===== src/rtl/ex_stage.sv =====
// RV32I execute stage: ALU, branch resolution and the EX/MEM pipeline register.
// Stall holds the register, flush turns the next load into a bubble (flush wins).
module ex_stage #(
  parameter int XLEN       = 32,
  parameter int REG_ADDR_W = 5
) (
  input  logic                  clk,
  input  logic                  rst_n,
  input  logic                  in_valid,
  input  logic                  stall,
  input  logic                  flush,
  input  logic [3:0]            alu_ctrl,
  input  logic                  is_branch,
  input  logic [2:0]            funct3,
  input  logic [XLEN-1:0]       op_a,
  input  logic [XLEN-1:0]       op_b,
  input  logic [XLEN-1:0]       pc,
  input  logic [XLEN-1:0]       imm,
  input  logic [REG_ADDR_W-1:0] rd_in,
  input  logic                  reg_write_in,
  output logic                  exm_valid,
  output logic [XLEN-1:0]       exm_result,
  output logic [REG_ADDR_W-1:0] exm_rd,
  output logic                  exm_reg_write,
  output logic                  exm_zero,
  output logic                  exm_branch_taken,
  output logic [XLEN-1:0]       exm_branch_target,
  output logic                  exm_illegal
);

  typedef enum logic [3:0] {
    ALU_AND  = 4'b0000,
    ALU_OR   = 4'b0001,
    ALU_ADD  = 4'b0010,
    ALU_SUB  = 4'b0110,
    ALU_SLT  = 4'b0111,
    ALU_XOR  = 4'b1000,
    ALU_SLL  = 4'b1001,
    ALU_SLTU = 4'b1010,
    ALU_SRL  = 4'b1011,
    ALU_SRA  = 4'b1100
  } alu_op_e;

  logic [XLEN-1:0] alu_result;
  logic            alu_bad;
  logic            br_cond;
  logic            br_bad;
  logic [4:0]      shamt;

  assign shamt = op_b[4:0];

  // NOTE: every always_comb output gets a default first so no path can infer a latch.
  always_comb begin
    alu_result = '0;
    alu_bad    = 1'b0;
    case (alu_ctrl)
      ALU_AND:  alu_result = op_a & op_b;
      ALU_OR:   alu_result = op_a | op_b;
      ALU_ADD:  alu_result = op_a + op_b;
      ALU_SUB:  alu_result = op_a - op_b;
      ALU_XOR:  alu_result = op_a ^ op_b;
      ALU_SLT:  alu_result = {{(XLEN-1){1'b0}}, ($signed(op_a) < $signed(op_b))};
      ALU_SLTU: alu_result = {{(XLEN-1){1'b0}}, (op_a < op_b)};
      ALU_SLL:  alu_result = op_a << shamt;
      ALU_SRL:  alu_result = op_a >> shamt;
      ALU_SRA:  alu_result = $unsigned($signed(op_a) >>> shamt);
      // Undefined or unknown codes fall here, including X.
      default:  alu_bad = 1'b1;
    endcase
  end

  // Branches are resolved from the comparison the decoder already selected.
  always_comb begin
    br_cond = 1'b0;
    br_bad  = 1'b0;
    case (funct3)
      3'b000:          br_cond = (alu_result == '0);
      3'b001:          br_cond = (alu_result != '0);
      3'b100, 3'b110:  br_cond = alu_result[0];
      3'b101, 3'b111:  br_cond = ~alu_result[0];
      default:         br_bad  = 1'b1;
    endcase
  end

  logic take_branch;
  logic illegal_now;

  assign take_branch = in_valid & is_branch & br_cond;
  assign illegal_now = in_valid & (alu_bad | (is_branch & br_bad));

  // NOTE: sequential state uses non-blocking assignments only, so every register samples pre-edge values.
  always_ff @(posedge clk or negedge rst_n) begin
    if (!rst_n) begin
      exm_valid         <= 1'b0;
      exm_result        <= '0;
      exm_rd            <= '0;
      exm_reg_write     <= 1'b0;
      exm_zero          <= 1'b0;
      exm_branch_taken  <= 1'b0;
      exm_branch_target <= '0;
      exm_illegal       <= 1'b0;
    end else if (flush) begin
      exm_valid         <= 1'b0;
      exm_result        <= '0;
      exm_rd            <= '0;
      exm_reg_write     <= 1'b0;
      exm_zero          <= 1'b0;
      exm_branch_taken  <= 1'b0;
      exm_branch_target <= '0;
      exm_illegal       <= 1'b0;
    end else if (!stall) begin
      exm_valid         <= in_valid;
      exm_result        <= alu_result;
      exm_rd            <= rd_in;
      exm_reg_write     <= reg_write_in & in_valid & (rd_in != '0);
      exm_zero          <= (alu_result == '0);
      exm_branch_taken  <= take_branch;
      exm_branch_target <= pc + imm;
      exm_illegal       <= illegal_now;
    end
  end

endmodule


===== config.mk =====
export PLATFORM = sky130hd
export DESIGN_NAME = ex_stage
export DESIGN_NICKNAME = d
export VERILOG_FILES = /design/src/rtl/ex_stage.sv
export SDC_FILE = /design/constraint.sdc
export NUM_CORES = 1
export LEC_CHECK = 0
export ABC_AREA = 1
export BUFFER_PORTS_ARGS = -buffer_cell sky130_fd_sc_hd__buf_4
export CAP_MARGIN = 30
export CORE_MARGIN = 1.5
export CORE_UTILIZATION = 45
export CTS_CLUSTER_SIZE = 40
export DETAILED_ROUTE_END_ITERATION = 10
export GPL_ROUTABILITY_DRIVEN = 0
export MAX_ROUTING_LAYER = met4
export PLACE_DENSITY = 0.68
export SLEW_MARGIN = 20
export SYNTH_ARGS = -nofsm -noshare
export SYNTH_HDL_FRONTEND = slang
export SYNTH_SLANG_ARGS = --single-unit

===== constraint.sdc =====
create_clock -name clk -period 0.8 [get_ports clk]
set_input_delay 0.08 -clock clk [delete_from_list [all_inputs] [get_ports clk]]
set_output_delay 0.08 -clock clk [all_outputs]
set_load 0.02 [all_outputs]

==> metrics.yaml, run 1 <==
placement:
  place_area_mm2: 0.0219
  pre_cts_slack_ns: -2.15
  dpl.hpwl_um: 61800
  dp_cells: 3901
  port_buffers: 220
synthesis:
  ys_seq_area_frac: 0.123
  synth_cell_types: 55
  synth_area_mm2: 0.0151
  synth_edf_count: 0
  ys_seq_elements: 74
  avgSynthCellArea_um2: 5.53
  synth_fp_nets: 3015
  ys.flop_type: "dfrtp_1"
  async_flop_share: 1.00
  ys_warn_count: 0
  synthCells: 2725
die:
  start_util: 0.460
  num_rows: 66
  die_w_um: 186
  die_y_um: 186
  num_io_pins: 221
run_status:
  failing_step: "global routing"
  firstError: "[ERROR GRT-0232] Routing congestion too high. Check the congestion heatmap in the GUI."
  status: "did not finish"
global_route:
  grt_usage: 0.757
  grt-ovfl-total: 72
  grt_max_degree: 55
clock_tree:
  numClockSinks: 74
  cts_root_buf: "clkbuf_16"
  cts_buffer_depth: 2
  h-tree-depth: 3
  cts_buffers: 9
sta:
  worst-ep-kind: "register data pin"
  grt_worst_setup_endpoint: "exm_branch_taken$_DFFE_PN0P_/D"
-- routing by layer --
| layer | GRT overflow | GRT usage |
|---|---|---|
| met5 | - | - |
| met2 | 42 | 0.900 |
| met1 | 0 | 0.736 |
| met4 | 28 | 0.726 |
| met3 | 2 | 0.622 |
-- what timing repair did --
item,CTS
buffers inserted,93
gates resized for setup,585
pin swaps,157
setup endpoints to repair,139
hold buffers,4
endpoints found under the hold margin,77
cloned,2
-- cell usage after synthesis (4+ instances only) --
library cell,instances,share of area
nand2_1,857,0.21
nand3_1,486,0.16
inv_1,344,0.086
nor2_1,230,0.057
ha_1,140,0.12
a21oi_1,131,0.043
o21ai_0,83,0.028
dfrtp_1,74,0.12
buf_2,49,0.016
nand4_1,42,0.017
clkbuf_1,28,0.0070
nor3_1,23,0.0076
a22o_1,22,0.013
o22ai_1,21,0.0087
nand3_2,19,0.013
nand2_2,16,0.0066
nand2_4,15,0.011
buf_4,11,0.0055
inv_2,10,0.0025
nor2_2,10,0.0041
a31oi_1,9,0.0037
buf_1,9,0.0022
buf_6,9,0.0067
o211ai_1,7,0.0035
o31ai_1,7,0.0035
or2_2,7,0.0029
o21bai_1,6,0.0030
xor2_1,6,0.0035
nand3b_1,4,0.0020
o21a_1,4,0.0020
o21ai_1,4,0.0013
-- metrics by stage --
step           setup TNS, ns  hold slack (ns)
2_1_floorplan         -58.58           -0.216
3_3_place_gp          -90.23          -0.0196
3_5_place_dp          -92.77          -0.0184
4_1_cts               -67.78           0.0141
-- cells by family after synthesis --
group / Yosys count / share of synthesized area
fa+ha+maj: 143 / 0.120
flops: 74 / 0.123
simple gates: 1722 / 0.503
xor+xnor: 7 / 0.00407
buf+inv: 467 / 0.130
compound gates: 312 / 0.120
==> inputs of run 2 (changes only) <==
Settings changed: CORE_UTILIZATION 45 to 30, CTS_CLUSTER_SIZE 40 to unset, MAX_ROUTING_LAYER met4 to unset, PLACE_DENSITY 0.68 to unset, PLACE_DENSITY_LB_ADDON set to 0.15.
==> metrics.yaml, run 2 <==
placement:
  port_buffers: 220  # unchanged
  place_area_mm2: 0.0220  # +0.58%
  dpl.hpwl_um: 67000  # +8.4%
  pre_cts_slack_ns: -2.41  # -0.261 ns
global_route:
  grt-ovfl-total: 0
  grt_max_degree: 61
  grt_usage: 0.312
  grt_pass1_vias: 22007
  grt_pass1_wl_um: 123000
  antenna_found_initial: 0
sta:
  fin_setup_tns_ns: -75.03
  period_needed_ns: 2.32
  slew_headroom: 0.635
  rsz0062_at_grt: "true"
  hold_viol: 0
  worst_slack_ns: -1.52
  fmax_ghz: 0.431
  fin_hold_ws_ns: 0.0128
  drv_slew: 0
  skew_ns: 0
  tightest_slew_ns: 0.548
  setup_violations: 141
  post-route-period-util: 2.90
die:
  coreArea_mm2: 0.0493
  start_util: 0.306  # -0.154
  num_io_pins: 221  # unchanged
  die_area_mm2: 0.0516
  die_w_um: 227  # +22%
  die_y_um: 227  # +22%
  num_rows: 81  # +23%
routing:
  vias: 22727
  drt_iter0_drc: 2203
  wl_per_cell_um: 20.2
  totalWireLength_um: 85400
  firstDrtPassIters: 6
  viasPerCell: 5.38
  antenna_left: 0
  post-route-drc-count: 0
synthesis:
  ys_warn_count: 0  # unchanged
  ys_seq_area_frac: 0.123  # unchanged
  ys_seq_elements: 74  # unchanged
  ys.flop_type: "dfrtp_1"
  yosysTopAreaCell: "nand2_1"
  netlist.area_leader.share: 0.213  # unchanged
  avgSynthCellArea_um2: 5.53  # unchanged
  synth_cell_types: 55  # unchanged
  synth_edf_count: 0  # unchanged
  async_flop_share: 1.00  # unchanged
  synthCells: 2725  # unchanged
  synth_area_leaders: "nand2_1 21%, nand3_1 16%, dfrtp_1 12%"
  synth_fp_nets: 3015  # unchanged
  yosysMostFrequentCell: "nand2_1"
  synth_area_mm2: 0.0151  # unchanged
  yosys-top-cells-count: "857 x nand2_1, 486 x nand3_1, 344 x inv_1"
clock_tree:
  cts_buffer_depth: 2  # unchanged
  clkTransAtPathRegs_ns: 0.06
  cts_root_buf: "clkbuf_16"
  clk_latency_ns: 0.35
  cts_tree: "done"
  cts_buffers: 9  # unchanged
  numClockSinks: 74  # unchanged
  h-tree-depth: 3  # unchanged
job:
  drv_cap: 0
worst_setup_path:
  worstSetupPathType: "in -> reg"
  rrSetupSlack_ns: 0.07
  cp-start-kind: "input pin"
  worstPathArrival_ns: 2.56
  cp_cell_sequence: "buf_8 > clkinvlp_4 > ha_4 > buf_6 > nand2_2 > nand2_2 > buf_6 > nand3_4 > nand2_4 > nand2_2 > nand2_2 > nand2_1 > nand3_1 > nand3_2 > nor2_2 > nand2_1 > nor2_2 > nand2_2 > nor2_4 > nand3_2 > nand2_2 > nand3_2 > nand2_1 > nand2_1"
  worstPathRequired_ns: 1.04
  endpoint_kind: "flop"
  path_buf_inv: 4
  crit_path_top_delay_cell: "ha_4"
  cpMostUsedCell: "nand2_2"
  cp_max_fo: 3
  critPathMaxStageDelay_ns: 0.32
  critPathTopFamily: "simple AND/OR/NAND/NOR gates"
power:
  pwr-share-clk: 0.171
  peakVddDrop_uv: 1120
  combPwrFrac: 0.678
  swShare: 0.447
  power.density_mw_per_mm2: 1020
  internal_power_uw: 15600
  cellLeakagePower_uw: 0.0141
  p_sw_uw: 12600
  seq_power_share: 0.151
worst_hold_path:
  hp-class: "in -> reg"
cells_and_area:
  nNetsFinal: 3845
  drive_above_1_share: 0.507
  fin_area_mm2: 0.0276
  final_cell_mix: "699 x buf_4, 593 x nand2_1, 328 x nand3_1"
  final_common_cell: "buf_4"
  reg.largest.list: "exm_branch_target x32, exm_result x32, exm_rd x5"
  diodes: 0
  area_growth_pct: 82.9
run_status:
  status: "finished with violations"
  failed_checks: "setup timing"
run 2: logic make-up after synthesis:
family / after synthesis / share of synthesized area
buf+inv: 467 / 0.130
compound gates: 312 / 0.120
fa+ha+maj: 143 / 0.120
flops: 74 / 0.123
simple gates: 1722 / 0.503
xor+xnor: 7 / 0.00407
run 2: worst paths after layout:
check,startpoint,endpoint,cells past startpoint
max,op_a[1],exm_branch_taken,24
max in group asynchronous,rst_n,exm_result[23],3
max reg2reg,exm_result[30],exm_result[30],1
min reg2reg,exm_result[9],exm_result[9],1
min,is_branch,exm_illegal,3
min in group asynchronous,rst_n,exm_branch_target[24],2
run 2: final cells by class:
| type | instances | area, um2 |
|---|---|---|
| fill | 4742 | 21700 |
| multi-input combinational | 2184 | 15000 |
| timing repair buffer | 927 | 8090 |
| sequential | 74 | 1850 |
| inverter | 359 | 1440 |
| tap | 664 | 831 |
| clock buffer | 9 | 225 |
| clock inverter | 7 | 116 |
run 2: power by group through the flow:
| stage | sequential, uW | clock, uW | combinational (uW) |
|---|---|---|---|
| after global routing | 4280 | 5020 | 20300 |
| after global placement | 4260 | 0 | 14100 |
| after CTS | 4230 | 4840 | 16600 |
| after detailed placement | 4260 | 0 | 14200 |
| final | 4250 | 4820 | 19100 |
| after floorplan | 4570 | 0 | 6590 |
run 2: worst min-delay path, stage by stage:
cell	delay (ns)
buf_4	0.08
a21oi_1	0.06
o21ai_1	0.10
run 2: through the flow:
step	cells	util	total power, uW
after detailed placement	4108	0.447	18500
after CTS	4180	0.511	25600
final	4224	0.560	28200
after floorplan	2725	-	11200
after global placement	4108	0.447	18400
after global routing	4224	0.560	29600
run 2: timing repair:
item,in CTS,in global routing
hold buffers,4,0
endpoints found under the setup margin,139,141
resized for setup,618,576
gates cloned,2,1
setup buffers,55,57
pin swaps,167,205
endpoints found under the hold margin,77,0
run 2: metal layers:
metal / up-vias / global-route usage / share of wire
li1: 10555 / - / -
met5: - / 0 / 0
met2: 1063 / 0.523 / 0.46
met3: 319 / 0.0572 / 0.082
met4: 0 / 0.138 / 0.060
met1: 10790 / 0.388 / 0.40
No activity file was read; power rests on OpenSTA's default activity.
==> inputs of run 3 (changes only) <==
Settings changed: ABC_CLOCK_PERIOD_IN_PS set to 1900, MAX_ROUTING_LAYER set to met4.
Clock period 0.8 ns to 1.9 ns, I/O delays scaled along.
==> metrics.yaml, run 3 (synthesis results as in run 2) <==
clock_tree:
  clk_latency_ns: 0.34  # about the same
  numClockSinks: 74  # unchanged
  cts_tree: "done"
  clkTransAtPathRegs_ns: 0.06  # about the same
  h-tree-depth: 3  # unchanged
  cts_buffer_depth: 2  # unchanged
  cts_buffers: 9  # unchanged
  cts_root_buf: "clkbuf_16"
routing:
  post-route-drc-count: 0  # unchanged
  vias: 22391  # -1.5%
  firstDrtPassIters: 6  # unchanged
  antenna_left: 0  # unchanged
  wl_per_cell_um: 19.8  # -2.3%
  drt_iter0_drc: 2168  # -1.6%
  viasPerCell: 5.32  # -1.2%
  totalWireLength_um: 83200  # -2.6%
cells_and_area:
  nNetsFinal: 3832  # -0.34%
  stdcell_count: 4212  # -0.28%
  drive_above_1_share: 0.485  # -0.0218
  utilization: 0.535  # -0.0247
  reg.largest.list: "exm_branch_target x32, exm_result x32, exm_rd x5"
  fin_area_mm2: 0.0264  # -4.4%
  final_common_cell: "buf_4"
  final_cell_mix: "828 x buf_4, 621 x nand2_1, 363 x nand3_1"
  fillerInstances: 4906  # +3.5%
  area_growth_pct: 74.9
die:
  coreArea_mm2: 0.0493  # unchanged
  start_util: 0.306  # unchanged
  die_area_mm2: 0.0516  # unchanged
  num_io_pins: 221  # unchanged
  die_w_um: 227  # unchanged
  die_y_um: 227  # unchanged
  num_rows: 81  # unchanged
worst_setup_path:
  crit_start: "op_a[26]"
  endpoint_kind: "flop"
  r2r-start: "exm_result[23]"
  cp-start-kind: "input pin"
  cp_max_fo: 4  # +1
  worstPathRequired_ns: 2.13  # +1.09 ns
  rrSetupSlack_ns: 1.18  # +1.11 ns
  worstSetupPathType: "in -> reg"
  r2r-end: "exm_result[23]"
  ff2ff_path_depth: 1  # unchanged
  crit_end: "exm_branch_taken"
  worstPathArrival_ns: 2.61  # +0.05 ns
sta:
  fin_setup_tns_ns: -3.42  # +71.61 ns
  skew_ns: 0  # unchanged
  slew_headroom: 0.609  # -0.0254
  tightest_slew_ns: 0.586  # +0.0381 ns
  rsz0062_at_grt: "true"
  drv_slew: 0  # unchanged
  post-route-period-util: 1.25
  fmax_ghz: 0.421
  period_needed_ns: 2.37
  hold_viol: 0  # unchanged
  worst_slack_ns: -0.473  # +1.05 ns
  setup_violations: 27  # -81%
power:
  swShare: 0.454  # +0.00629
  cellLeakagePower_uw: 0.0138  # -2.5%
  combPwrFrac: 0.674  # -0.004
  peakVddDrop_uv: 353  # -68%
  power.density_mw_per_mm2: 425  # -58%
  internal_power_uw: 6120  # -61%
  pwr-share-clk: 0.169  # -0.002
  seq_power_share: 0.158  # +0.007
  p_sw_uw: 5080  # -60%
placement:
  port_buffers: 220  # unchanged
  place_area_mm2: 0.0221  # +0.14%
  dp_cells: 4128  # +0.49%
  dpl.hpwl_um: 67200  # +0.30%
  pre_cts_slack_ns: -1.21  # +1.20 ns
job:
  drv_cap: 0  # unchanged
global_route:
  grt-ovfl-total: 0  # unchanged
  grt_max_degree: 54  # -11%
  use_met2: 0.513  # -0.00993
  antenna_found_initial: 0  # unchanged
  grt_pass1_vias: 21318  # -3.1%
  top_usage_layer: "met2"
  grt_pass1_wl_um: 121000  # -2.3%
  grtUsageMet3: 0.0363  # -0.0209
  met1_usage: 0.400  # +0.0119
  grt_usage: 0.315  # +0.00283
run_status:
  failed_checks: "setup timing"
  status: "finished with violations"
worst_hold_path:
  hp-class: "in -> reg"
-- run 3: timing repair --
item / CTS / global route
endpoints found under the setup margin: 49 / 49
setup buffers: 22 / 52
resized for setup: 385 / 588
pin swaps: 125 / 253
cloned: 1 / 2
hold buffers: 1 / 0
hold endpoints to repair: 30 / 0
-- run 3: through the flow --
step / power, uW / hold slack (ns)
after floorplan: 4660 / -0.106
after global placement: 7700 / 0.179
after detailed placement: 7720 / 0.173
after CTS: 10200 / 0.0744
after global routing: 11800 / 0.0777
final: 11200 / 0.0911
-- run 3: worst min path at each step --
stage          startpoint                    end  slack (ns)  cells past startpoint
2_1_floorplan       rst_n       exm_branch_taken       -0.11                      0
3_3_place_gp        rst_n  exm_branch_target[24]        0.18                      1
3_5_place_dp        rst_n  exm_branch_target[17]        0.17                      1
4_1_cts          rd_in[1]              exm_rd[1]        0.07                      2
5_1_grt          rd_in[1]              exm_rd[1]        0.08                      2
6_report         rd_in[1]              exm_rd[1]        0.09                      2
-- run 3: worst max-delay path: stages --
cell and delay, ns:
buf_8 0.08, clkinvlp_4 0.15, ha_4 0.33, inv_4 0.08, nand2_2 0.08, buf_4 0.17, nor3_2 0.19, buf_4 0.16
nand3_2 0.11, nand2_2 0.07, nand2_1 0.06, nand3_2 0.08, nand3_2 0.11, nor2_1 0.15, nand2_1 0.11, nor2_4 0.16
nand3_2 0.10, nand2_2 0.07, nand3_2 0.06, nand2_2 0.05, nand2_1 0.05
-- run 3: power groups by stage --
stage | Clock, uW | Combinational, uW | Sequential [uW]
floorplan | 0 | 2730 | 1930
global placement | 0 | 5910 | 1790
detailed placement | 0 | 5930 | 1790
CTS | 1920 | 6530 | 1770
global route | 1990 | 8030 | 1780
finish | 1890 | 7550 | 1770
-- run 3: layer usage --
layer / up-vias / wire length (um)
li1: 10535 / -
met1: 10604 / 33900
met2: 1022 / 39000
met3: 230 / 6450
met4: 0 / 3930
met5: - / 0
-- run 3: cell type report --
cell class	count	area [um2]	share of cell area
clock buffer	10	229	0.00868
timing repair buffer	914	7380	0.280
clock inverter	6	90.1	0.00342
multi-input combinational	2184	14600	0.552
tap	664	831	0.0315
antenna	1	2.50	0.0000949
inverter	359	1430	0.0543
sequential	74	1850	0.0702
